### src/rtl/countdown_bcd_display.sv
// Countdown game timer held as a BCD digit chain, with a multiplexed 7-segment driver.
// Optional build macro LEADING_ZERO_BLANK_EN blanks leading zero digits above DP_POS.
module countdown_bcd_display #(
    parameter int          NUM_DIGITS = 8,
    parameter int          TICK_DIV   = 5000,
    parameter logic [31:0] START_BCD  = 32'h0018_0000,
    parameter int          PENALTY    = 10,
    parameter int          SCAN_BITS  = 6,
    parameter int          DP_POS     = 4
) (
    input  logic                    clock,
    input  logic                    reset,
    input  logic                    start,
    input  logic                    pause,
    input  logic                    load,
    input  logic                    miss,
    output logic [6:0]              seg,
    output logic                    dp,
    output logic [NUM_DIGITS-1:0]   an,
    output logic [4*NUM_DIGITS-1:0] time_bcd,
    output logic                    running,
    output logic                    expired,
    output logic                    expire_pulse
);

    localparam int              TW        = 4 * NUM_DIGITS;
    localparam int              PW        = (TICK_DIV > 1) ? $clog2(TICK_DIV) : 1;
    localparam logic [TW-1:0]   RELOAD    = START_BCD[TW-1:0];
    localparam logic [PW-1:0]   TICK_LAST = PW'(TICK_DIV - 1);
    localparam logic [8:0]      PEN9      = 9'(PENALTY);

    typedef enum logic [1:0] {
        S_IDLE,
        S_RUN,
        S_PAUSE,
        S_EXPIRED
    } state_t;

    state_t                 state, state_next;
    logic [TW-1:0]          time_next, time_dec;
    logic [PW-1:0]          presc, presc_next;
    logic [7:0]             pend, pend_next;
    logic [8:0]             pend_sum;
    logic [SCAN_BITS-1:0]   refresh;
    logic                   pulse_next;
    logic                   is_zero, tick, drain, dec_en, miss_ok, borrow;

    assign is_zero = (time_bcd == '0);
    assign tick    = (state == S_RUN) && (presc == TICK_LAST);
    // A tick takes the single decrement slot; penalty steps wait for a free cycle.
    assign drain   = (state == S_RUN) && !tick && (pend != 8'd0) && !is_zero;
    assign dec_en  = (state == S_RUN) && !is_zero && (tick || (pend != 8'd0));
    assign miss_ok = miss && ((state == S_RUN) || (state == S_PAUSE));

    assign running = (state == S_RUN);
    assign expired = (state == S_EXPIRED);

    // Ripple-borrow BCD decrement: zero digits become 9 until a nonzero digit absorbs it.
    always_comb begin
        time_dec = time_bcd;
        borrow   = 1'b1;
        for (int d = 0; d < NUM_DIGITS; d++) begin
            if (borrow) begin
                if (time_bcd[4*d +: 4] == 4'd0) begin
                    time_dec[4*d +: 4] = 4'd9;
                end else begin
                    time_dec[4*d +: 4] = time_bcd[4*d +: 4] - 4'd1;
                    borrow             = 1'b0;
                end
            end
        end
    end

    always_comb begin
        state_next = state;
        time_next  = time_bcd;
        presc_next = presc;
        pulse_next = 1'b0;
        pend_sum   = {1'b0, pend} + (miss_ok ? PEN9 : 9'd0) - {8'd0, drain};
        pend_next  = pend_sum[8] ? 8'hFF : pend_sum[7:0];

        case (state)
            S_IDLE: begin
                presc_next = '0;
                if (start) state_next = S_RUN;
            end
            S_RUN: begin
                presc_next = tick ? '0 : presc + PW'(1);
                if (is_zero) begin
                    state_next = S_EXPIRED;
                    pulse_next = 1'b1;
                    pend_next  = '0;
                end else if (pause) begin
                    state_next = S_PAUSE;
                end
            end
            S_PAUSE: begin
                if (start) state_next = S_RUN;
            end
            S_EXPIRED: begin
                presc_next = '0;
            end
            default: state_next = S_IDLE;
        endcase

        if (dec_en) time_next = time_dec;

        if (load) begin
            state_next = S_IDLE;
            time_next  = RELOAD;
            presc_next = '0;
            pend_next  = '0;
            pulse_next = 1'b0;
        end
    end

    always_ff @(posedge clock or negedge reset) begin
        if (!reset) begin
            state        <= S_IDLE;
            time_bcd     <= RELOAD;
            presc        <= '0;
            pend         <= '0;
            refresh      <= '0;
            expire_pulse <= 1'b0;
        end else begin
            state        <= state_next;
            time_bcd     <= time_next;
            presc        <= presc_next;
            pend         <= pend_next;
            refresh      <= refresh + SCAN_BITS'(1);
            expire_pulse <= pulse_next;
        end
    end

    // ---------------- display multiplexer ----------------
    function automatic logic [6:0] seg_decode(input logic [3:0] d);
        case (d)
            4'd0:    seg_decode = 7'b1000000;
            4'd1:    seg_decode = 7'b1111001;
            4'd2:    seg_decode = 7'b0100100;
            4'd3:    seg_decode = 7'b0110000;
            4'd4:    seg_decode = 7'b0011001;
            4'd5:    seg_decode = 7'b0010010;
            4'd6:    seg_decode = 7'b0000010;
            4'd7:    seg_decode = 7'b1111000;
            4'd8:    seg_decode = 7'b0000000;
            4'd9:    seg_decode = 7'b0010000;
            default: seg_decode = 7'b0111111;
        endcase
    endfunction

    logic [2:0]            idx;
    logic [3:0]            digit;
    logic                  slot_valid;
    logic [NUM_DIGITS-1:0] blank;

    assign idx        = refresh[SCAN_BITS-1 -: 3];
    assign slot_valid = (int'(idx) < NUM_DIGITS);

`ifdef LEADING_ZERO_BLANK_EN
    logic [NUM_DIGITS-1:0] zero_up;

    // zero_up[d]: digit d and every digit above it are zero.
    always_comb begin
        zero_up                 = '0;
        blank                   = '0;
        zero_up[NUM_DIGITS-1]   = (time_bcd[TW-1 -: 4] == 4'd0);
        for (int d = NUM_DIGITS - 2; d >= 0; d--) begin
            zero_up[d] = zero_up[d+1] && (time_bcd[4*d +: 4] == 4'd0);
        end
        for (int d = 1; d < NUM_DIGITS; d++) begin
            if (d > DP_POS) blank[d] = zero_up[d];
        end
    end
`else
    assign blank = '0;
`endif

    always_comb begin
        digit = 4'd0;
        an    = '1;
        for (int d = 0; d < NUM_DIGITS; d++) begin
            if (idx == 3'(d)) begin
                digit = time_bcd[4*d +: 4];
                an[d] = blank[d];
            end
        end
        seg = slot_valid ? seg_decode(digit) : 7'b1111111;
        dp  = (int'(idx) == DP_POS);
    end

endmodule

### config.mk
export PLATFORM = sky130hd
export DESIGN_NAME = countdown_bcd_display
export DESIGN_NICKNAME = d
export VERILOG_FILES = /design/src/rtl/countdown_bcd_display.sv
export SDC_FILE = /design/constraint.sdc
export NUM_CORES = 1
export LEC_CHECK = 0
export BUFFER_PORTS_ARGS = -buffer_cell sky130_fd_sc_hd__buf_2
export CORE_AREA = 3 3 133 103
export CTS_CLUSTER_DIAMETER = 150
export DETAILED_ROUTE_END_ITERATION = 8
export DIE_AREA = 0 0 136 106
export GPL_TIMING_DRIVEN = 0
export PLACE_DENSITY = 0.55
export SLEW_MARGIN = 20
export SYNTH_ARGS = -nofsm -noshare
export SYNTH_HDL_FRONTEND = slang
export SYNTH_SLANG_ARGS = --single-unit
export TNS_END_PERCENT = 50
### constraint.sdc
create_clock -name clock -period 6.1 [get_ports clock]
set_clock_uncertainty 0.15 [all_clocks]
set_input_delay 0.305 -clock clock [delete_from_list [all_inputs] [get_ports clock]]
set_output_delay 0.305 -clock clock [all_outputs]
set_load 0.02 [all_outputs]
## Word level (Yosys, flattened, before mapping)

Memories as Yosys holds them, arrays and structs flattened.
Index checks and enable logic that the tools add are counted.

| operators by class | value |
|---|---|
| $add $sub $neg | 12 |
| equal/unequal tests | 14 |
| muxes and demuxes | 62 |
| reduce and logical (&&, ||, !) cells | 43 |

Operator list:

| operator | number |
|---|---|
| 4-bit two-way mux | 24 |
| 32-bit two-way mux | 2 |
| 32-bit zero test | 1 |
| 4-bit zero test | 8 |
| 8-bit two-way mux | 4 |
| 4-bit by 1-bit subtractor with 4-bit output, second input constant | 8 |
| 13-bit two-way mux | 2 |
| 13-bit case mux with 2 select lines | 1 |
| 1-bit two-way mux | 24 |
| 2-bit nonzero test | 8 |
| 3-bit equality test, second input constant | 5 |
| 2-bit AND reduction | 7 |
| 13-bit by 1-bit adder with 13-bit output, second input constant | 1 |
| 13-bit equality test, second input constant | 1 |
| 8-bit by 4-bit adder with 9-bit output | 1 |
| 9-bit by 1-bit subtractor with 9-bit output | 1 |
| 2-bit two-way mux | 4 |
| 8-bit nonzero test | 1 |
| 1-bit logical AND | 7 |
| 6-bit by 1-bit adder with 6-bit output, second input constant | 1 |
| 3-bit by 2-bit equality test with 1-bit output, second input constant | 2 |
| 3-bit nonzero test | 2 |
| 2-bit equality test, second input constant | 2 |
| 4-bit by 3-bit != test with 1-bit output, second input constant | 1 |
| 10 further kinds | 13 |

| storage, ports and cells | value |
|---|---|
| flip-flop bits (word level) | 62 |
| memory bits (read-only) | 112 |
| input bits | 6 |
| output and inout bits | 51 |
| logic and storage cells | 145 |
| memories kept | 1 |

Memory list:

| memory | depth | width | read ports | clocked after memory_dff | write ports | RTL line | text |
|---|---|---|---|---|---|---|---|
| (no name shown) | 16 | 7 | 1 | 0 | 0 | 137 | `case (d)` |

## Longest topological paths before layout

Gate-level depths: netlist of run 1.

| logic depth | value |
|---|---|
| word-level depth | 11 |
| gate-level depth with buffers | 17 |
| gate-level depth less buffers | 16 |

## Worst setup path before layout of run 1

No wires, ideal clock.

| path | value |
|---|---|
| path kind | register to register |
| from | register time_bcd[0] |
| to | register pend[7] |
| setup time | 65 ps |
| arrival | 3918 ps |
| required time | 5885 ps |
| path slack | 1967 ps |
| stages on the path, launching flop included | 18 |
| path buffers | 1 |
| clock period less this slack | 4133 ps |
| path through | dfrtp_1 inv_1 ha_1 or3b_2 nor4_1 nand3_1 clkbuf_1 and3_1 ha_1 inv_1 ha_1 inv_1 fa_1 nand2b_1 a211oi_1 o21a_1 o221a_2 o211a_1 |

| between the ends | value |
|---|---|
| word-level cells in the longest chain between the ends | 8 |

RTL lines:

| item | RTL line | text |
|---|---|---|
| start: declaration | 20 | `output logic [4*NUM_DIGITS-1:0] time_bcd,` |
| start signal: assignment | 127 | `time_bcd <= time_next;` |
| 32-bit zero test (*) | 48 | `assign is_zero = (time_bcd == '0);` |
| 1-bit zero test | 51 | `assign drain = (state == S_RUN) && !tick && (pend != 8'd0) && !is_zero;` |
| 1-bit logical AND | 51 |  |
| 9-bit by 1-bit subtractor with 9-bit output | 79 | `pend_sum = {1'b0, pend} + (miss_ok ? PEN9 : 9'd0) - {8'd0, drain};` |
| 8-bit two-way mux | 80 | `pend_next = pend_sum[8] ? 8'hFF : pend_sum[7:0];` |
| 8-bit two-way mux | 89 | `if (is_zero) begin` |
| 8-bit two-way mux (*) | 82 | `case (state)` |
| 8-bit two-way mux (*) | 108 | `if (load) begin` |
| net pend_next[7] | 42 | `logic [7:0] pend, pend_next;` |
| end signal: assignment | 129 | `pend <= pend_next;` |
| end: declaration | 42 |  |

The timed path passes the listed nets; every way through them passes the cells marked *.
A chain may end at the register's enable or synchronous reset.

## Final worst setup path of run 1

Ends and elaborated chain as after synthesis.

==> results.cfg, run 1 <==
[run_status]
run_status = finished clean

[floorplanning]
die_h_um = 106
std_cell_rows = 35
core_um2 = 12300
io_pins = 57
die_x_um = 136
start_util_pct = 35.0
dieArea_um2 = 14400

[global_route]
grt-ovfl-total = 0
antenna_found_initial = 0
grt_pass1_wl_mm = 19.7
grt_max_degree = 38
grt_pass1_vias = 3885
grt_use_total_pct = 16.8

[clocking]
cts_tree = yes
root_buffer = clkbuf_16
clockBufferDepth = 2
cts.sinks = 62
post_cts_resized = 0
path_clk_slew_ns = 0.05
insertion_delay_ns = 0.33
cts_buffers = 9
post_cts_buffers = 0
htree_levels = 3

[synth]
yosysTopAreaCell = dfrtp_1
synth_top_family_by_area = simple AND/OR/NAND/NOR gates
syn_inst = 473
synth.area.top_cells = dfrtp_1 35%, ha_1 8.7%, nor2_1 4.4%, mux4_2 4.2%, inv_1 3.9%
synth_area_um2 = 4330
ys_dominant_reg_cell = dfrtp_1
avgSynthCellArea_um2 = 9.14
ys_ff_latch = 62
synth-adder-area-share_pct = 9.14
synth_xor_area_share_pct = 3.44
synth-simple-area-share_pct = 22.7
synth-compound-area-share_pct = 16.0
async_reset_ff_share_pct = 100
synth_edf_count = 0
synth.top_cell.area_share_pct = 34.7
synth.distinct_cells = 62
synth_mux_area_share_pct = 7.12
ys_seq_area_share_pct = 35.9
syn-num-nets = 510
yosys_warnings = 0

[layout]
syn2layout_area_growth_pct = 18.3
fillers = 1234
diodes = 0
final_nets = 578
fin_cells = 710
drive_gt1_share_pct = 19.5

[detailed_routing]
wl_met2_mm = 5.06
routedWlPerCell_um = 16.3
drt_iter0_markers = 326
firstDrtPassIters = 5
wl_met1_mm = 5.78
wirelength_mm = 11.5
highest_layer = met4
drtAntennaViolNets = 0
vias = 3870
viasPerCell = 5.45
drcViolationCount = 0
met3_wirelength_um = 609

[worst_setup_path]
cp_data_required_time_ns = 6.21
worstPathMaxFanout = 10
crit_arrival_ns = 5.00
cp-start-kind = register
crit_path_end_kind = register
critical_path_class = reg -> reg

[power_and_ir_drop]
power.density_nw_per_um2 = 451
ir_worst_vdd_v = 0.000288
leakage_uw = 0.00231

[placed_design]
place_congestion = 0.830
dp.cells = 695
dp_hpwl_mm = 8.68
numPortBuffers = 55

[timing]
drv_slew = 0
max_freq_ghz = 0.205
tightest_slew_ns = 0.923
holdWs_ns = 0.278
finalCritPeriodShare_pct = 80.1
rsz0062_at_grt = false
setup_viol = 0
tns_ns = 0
slew_headroom_pct = 38.3
period_needed_ns = 4.89
hold_viol_final = 0

[flow_run]
cap_violations = 0

[hold_path]
hp-class = in -> reg
-- cell type report --
| class | count | area (µm²) | area share (%) |
|---|---|---|---|
| Multi-Input combinational cell | 348 | 2520 | 49.4 |
| Clock inverter | 1 | 5.00 | 0.0978 |
| Timing Repair Buffer | 57 | 308 | 6.02 |
| Inverter | 45 | 169 | 3.30 |
| Sequential cell | 62 | 1550 | 30.4 |
| Clock buffer | 13 | 270 | 5.28 |
| Buffer | 18 | 77.6 | 1.52 |
| Tap cell | 166 | 208 | 4.06 |
-- cell families after synthesis --
kind of cell             count (synthesis)
AO/OA/AOI/OAI                          103
flip-flops                              62
multiplexers                            20
XOR/XNOR                                17
AND/OR/NAND/NOR                        177
adder cells (fa/ha/maj)                 31
buffers and inverters                   63
-- path summary, 6_finish.rpt --
path | from | end | slack [ns] | cells past startpoint
worst max-delay path | time_bcd[0] | pend[7] | 1.21 | 17
worst min-delay path | pause | state[0] | 0.28 | 4
worst max register to register | time_bcd[0] | pend[7] | 1.21 | 17
worst min register to register | refresh[0] | refresh[0] | 0.30 | 1
max in group asynchronous | reset | time_bcd[20] | 4.91 | 3
min in group asynchronous | reset | time_bcd[0] | 0.29 | 2
-- state kept, by name (all words and copies together) (netlist names) --
register,cells
time_bcd,32
presc,13
pend,8
refresh,6
state,2
expire_pulse,1
-- cells in the mapped netlist (3+ instances only) --
| cell | instances |
|---|---|
| mux4_2 | 8 |
| nor2_1 | 51 |
| a311oi_1 | 7 |
| and3_1 | 6 |
| a31oi_1 | 6 |
| a211oi_1 | 3 |
| o21ai_0 | 13 |
| nand4b_1 | 4 |
| o31ai_1 | 9 |
| or3_1 | 3 |
| inv_1 | 45 |
| dfrtp_1 | 60 |
| nand3b_1 | 4 |
| nand2_1 | 21 |
| nor3_1 | 17 |
| o21a_1 | 9 |
| nor2b_1 | 8 |
| a21oi_1 | 33 |
| nor4_1 | 4 |
| clkbuf_1 | 15 |
| a41oi_1 | 3 |
| nand3_1 | 11 |
| nand4_1 | 8 |
| xnor2_1 | 5 |
| mux2i_1 | 6 |
| ha_1 | 30 |
| or3b_2 | 9 |
| xor2_1 | 12 |
| nand2b_1 | 5 |
| or2_2 | 3 |
| nor3b_1 | 6 |
| mux2_2 | 6 |
| or4_1 | 11 |
-- cells in the final DEF (no fill, tap or decap), drive strengths merged, types with 7 or more instances in the layout --
| master | Yosys | final |
|---|---|---|
| mux4 | 8 | 8 |
| xor2 | 12 | 12 |
| nor2b | 8 | 8 |
| o21ai | 14 | 14 |
| nand2 | 21 | 21 |
| dfrtp | 60 | 60 |
| buf | 3 | 59 |
| nand3 | 11 | 11 |
| nand4 | 8 | 8 |
| or4 | 12 | 12 |
| a21oi | 33 | 33 |
| o21a | 9 | 9 |
| nor3 | 18 | 18 |
| a311oi | 7 | 7 |
| o31ai | 9 | 9 |
| or3b | 9 | 9 |
| inv | 45 | 45 |
| ha | 30 | 30 |
| clkbuf | 15 | 28 |
| nor2 | 51 | 51 |
-- through the flow --
step	instance area [µm²]	total power, µW	utilization, %	setup slack [ns]
CTS	5120	2310	41.4	1.21
detailed placement	4830	1820	39.1	1.25
finish	5120	2310	41.4	1.21
global placement	4810	1790	38.9	1.28
global route	5120	2510	41.4	0.932
floorplan	4330	1500	-	1.97
-- routing by layer --
metal | track usage, % | up-vias
met2 | 25.9 | 103
met5 | 0 | -
li1 | - | 1872
met4 | 4.46 | 0
met3 | 4.02 | 9
met1 | 23.6 | 1886
-- where the power goes --
group,internal (µW),switching [µW],total (µW)
sequential,496,110,606
combinational,471,756,1230
clock,303,172,475
total,1270,1040,2310
-- what timing repair did --
item,4_1_cts,5_1_grt
setup endpoints to repair,0,0
endpoints found under the hold margin,25,0
hold buffers,1,0
-- critical path, cell delays in order (launching register included) --
cell	delay [ns]
dfrtp_1	0.44
inv_1	0.11
ha_1	0.19
or3b_2	0.54
nor4_1	0.40
nand3_1	0.30
clkbuf_1	0.36
and3_1	0.29
ha_1	0.18
inv_1	0.06
ha_1	0.16
inv_1	0.06
fa_1	0.38
nand2b_1	0.18
a211oi_1	0.45
o21a_1	0.22
o221a_2	0.20
o211a_1	0.15
No activity file was read; power rests on OpenSTA's default activity.
==> inputs of run 2 (changes only) <==
==> constraint.sdc (replaced) <==
create_clock -name clock -period 4.7 [get_ports clock]
set_clock_uncertainty 0.15 [all_clocks]
set_input_delay 0.235 -clock clock [delete_from_list [all_inputs] [get_ports clock]]
set_output_delay 0.235 -clock clock [all_outputs]
set_load 0.02 [all_outputs]
==> results.cfg, run 2 (same netlist as run 1, synthesis figures left out) <==
[timing]
slew_headroom_pct = 39.1
drv_slew = 0
holdWs_ns = 0.203
max_freq_ghz = 0.224
setup_viol = 0
rsz0062_at_grt = false
hold_viol_final = 0
period_needed_ns = 4.47
tightest_slew_ns = 0.912
tns_ns = 0
finalCritPeriodShare_pct = 95.0
timing.final.ws_setup_ns = 0.234

[detailed_routing]
wirelength_mm = 11.5
viasPerCell = 5.45
drt_iter0_markers = 282
firstDrtPassIters = 4
vias = 3875
routedWlPerCell_um = 16.2
drtAntennaViolNets = 0
drcViolationCount = 0

[layout]
diodes = 0
largest_register_ffs = 32
syn2layout_area_growth_pct = 18.8
layout.area.seq_um2 = 1550
fillers = 1234
top_register = time_bcd
drive_gt1_share_pct = 20.4
layout_common_cells = 60 x dfrtp_1, 57 x buf_2, 50 x nor2_1
reg_top3 = time_bcd (32), presc (13), pend (8)
final_nets = 579
fin_util_pct = 41.6
final_common_cell = dfrtp_1
multi_input_area_um2 = 2540

[floorplanning]
die_h_um = 106
core_um2 = 12300
std_cell_rows = 35
io_pins = 57
start_util_pct = 35.0
die_x_um = 136
dieArea_um2 = 14400

[worst_setup_path]
cpMaxStageDelayCell = or3b_2
ff2ff_setup_slack_ns = 0.23
cp_cell_sequence = inv_1, ha_1, or3b_2, nor4_2, nand3_1, buf_2, and3_1, ha_1, inv_1, ha_1, inv_1, fa_1, nand2b_1, a211oi_2, o21a_1, o221a_2, o211a_1
cp_data_required_time_ns = 4.82
max_stage_delay_ns = 0.55
crit_path_end_kind = register
crit_family = simple AND/OR/NAND/NOR gates
rr_worst_depth = 17
critical_path_class = reg -> reg
cp-start-kind = register
worstPathMaxFanout = 10
rr_endpoint = pend[7]
reg2reg_from = time_bcd[0]
crit_buf_inv = 4
crit_arrival_ns = 4.58

[placed_design]
numPortBuffers = 55
place_congestion = 0.830
post-place-ws_ns = -0.149
dp_hpwl_mm = 8.68

[power_and_ir_drop]
p_sw_uw = 1360
clkPwrFrac_pct = 20.5
power.total_uw = 3010
leakage_uw = 0.00232
power.internal_uw = 1650
pwr-share-comb_pct = 53.4
power_frac_seq_pct = 26.1
switching_share_pct = 45.2
power.density_nw_per_um2 = 586
ir_worst_vdd_v = 0.000384

[global_route]
grt_use_total_pct = 16.8
grtUsageMet3_pct = 4.02
use_met2_pct = 25.9
grt_pass1_vias = 3885
grt_max_degree = 38
antenna_found_initial = 0
grtUsageMet1_pct = 23.6
busiest_layer = met2
grt-ovfl-total = 0
grt_pass1_wl_mm = 19.7

[hold_path]
hold_path_startpoint = pause
whs_endpoint = state[0]
hp-class = in -> reg
holdPathStages = 4

[run_status]
run_status = finished clean

[clocking]
cts_buffers = 9
path_clk_slew_ns = 0.05
root_buffer = clkbuf_16
clockBufferDepth = 2
cts.sinks = 62
htree_levels = 3
cts_tree = yes
insertion_delay_ns = 0.33

[flow_run]
cap_violations = 0
run 2: cell count changes in the layout (fill, tap and decap cells not counted):
cell and change:
a211oi_1 -1, a211oi_2 +1, buf_2 +1, buf_4 +1, clkbuf_1 -1, nor2_1 -1, nor2_2 +1, nor4_1 -1
nor4_2 +1
run 2: how the worst max path moves through the flow:
stage,startpoint,to,slack [ns],cells after the start
floorplan,time_bcd[0],pend[7],0.57,17
global placement,time_bcd[0],pend[7],-0.12,17
detailed placement,time_bcd[0],pend[7],-0.15,17
CTS,time_bcd[0],pend[7],0.03,17
global route,time_bcd[0],pend[7],0.03,17
finish,time_bcd[0],pend[7],0.23,17
run 2: worst reg2reg max path: stages, from the launching register on:
cell and delay [ns]:
dfrtp_1 0.44, inv_1 0.11, ha_1 0.19, or3b_2 0.55, nor4_2 0.33, nand3_1 0.24
buf_2 0.28, and3_1 0.21, ha_1 0.18, inv_1 0.06, ha_1 0.16, inv_1 0.06
fa_1 0.38, nand2b_1 0.19, a211oi_2 0.32, o21a_1 0.21, o221a_2 0.20, o211a_1 0.15
run 2: layout make-up:
cell class	count	share of cell area, %
clock inverters	1	0.0974
inverters	45	3.29
well taps	166	4.04
repair buffers	58	6.14
flip-flops and latches	62	30.2
plain buffers	18	1.53
multi-input cells	348	49.4
clock buffers	13	5.26
run 2: what timing repair did:
action | 4_1_cts | 5_1_grt
resized for setup | 2 | 3
cloned | 0 | 0
endpoints found under the hold margin | 25 | 0
buffers inserted | 0 | 1
endpoints found under the setup margin | 1 | 5
pin swaps | 0 | 1
hold buffers | 1 | 0
run 2: stage by stage:
| step | cells | cell area [µm²] |
|---|---|---|
| after floorplan | 473 | 4330 |
| after global routing | 711 | 5140 |
| after CTS | 710 | 5120 |
| after detailed placement | 695 | 4830 |
| final | 711 | 5140 |
| after global placement | 694 | 4810 |
run 2: routing by layer:
layer	share of wire, %	vias up
li1	-	1870
met4	1.0	0
met1	50	1884
met3	6.0	12
met5	0	-
met2	43	109
run 2: power groups by stage:
stage                     clock [µW]  sequential (µW)  combinational, µW
final                            619              786               1610
after global routing             658              807               1810
after CTS                        639              785               1590
after detailed placement           0              792               1570
after global placement             0              788               1530
after floorplan                    0              823               1120
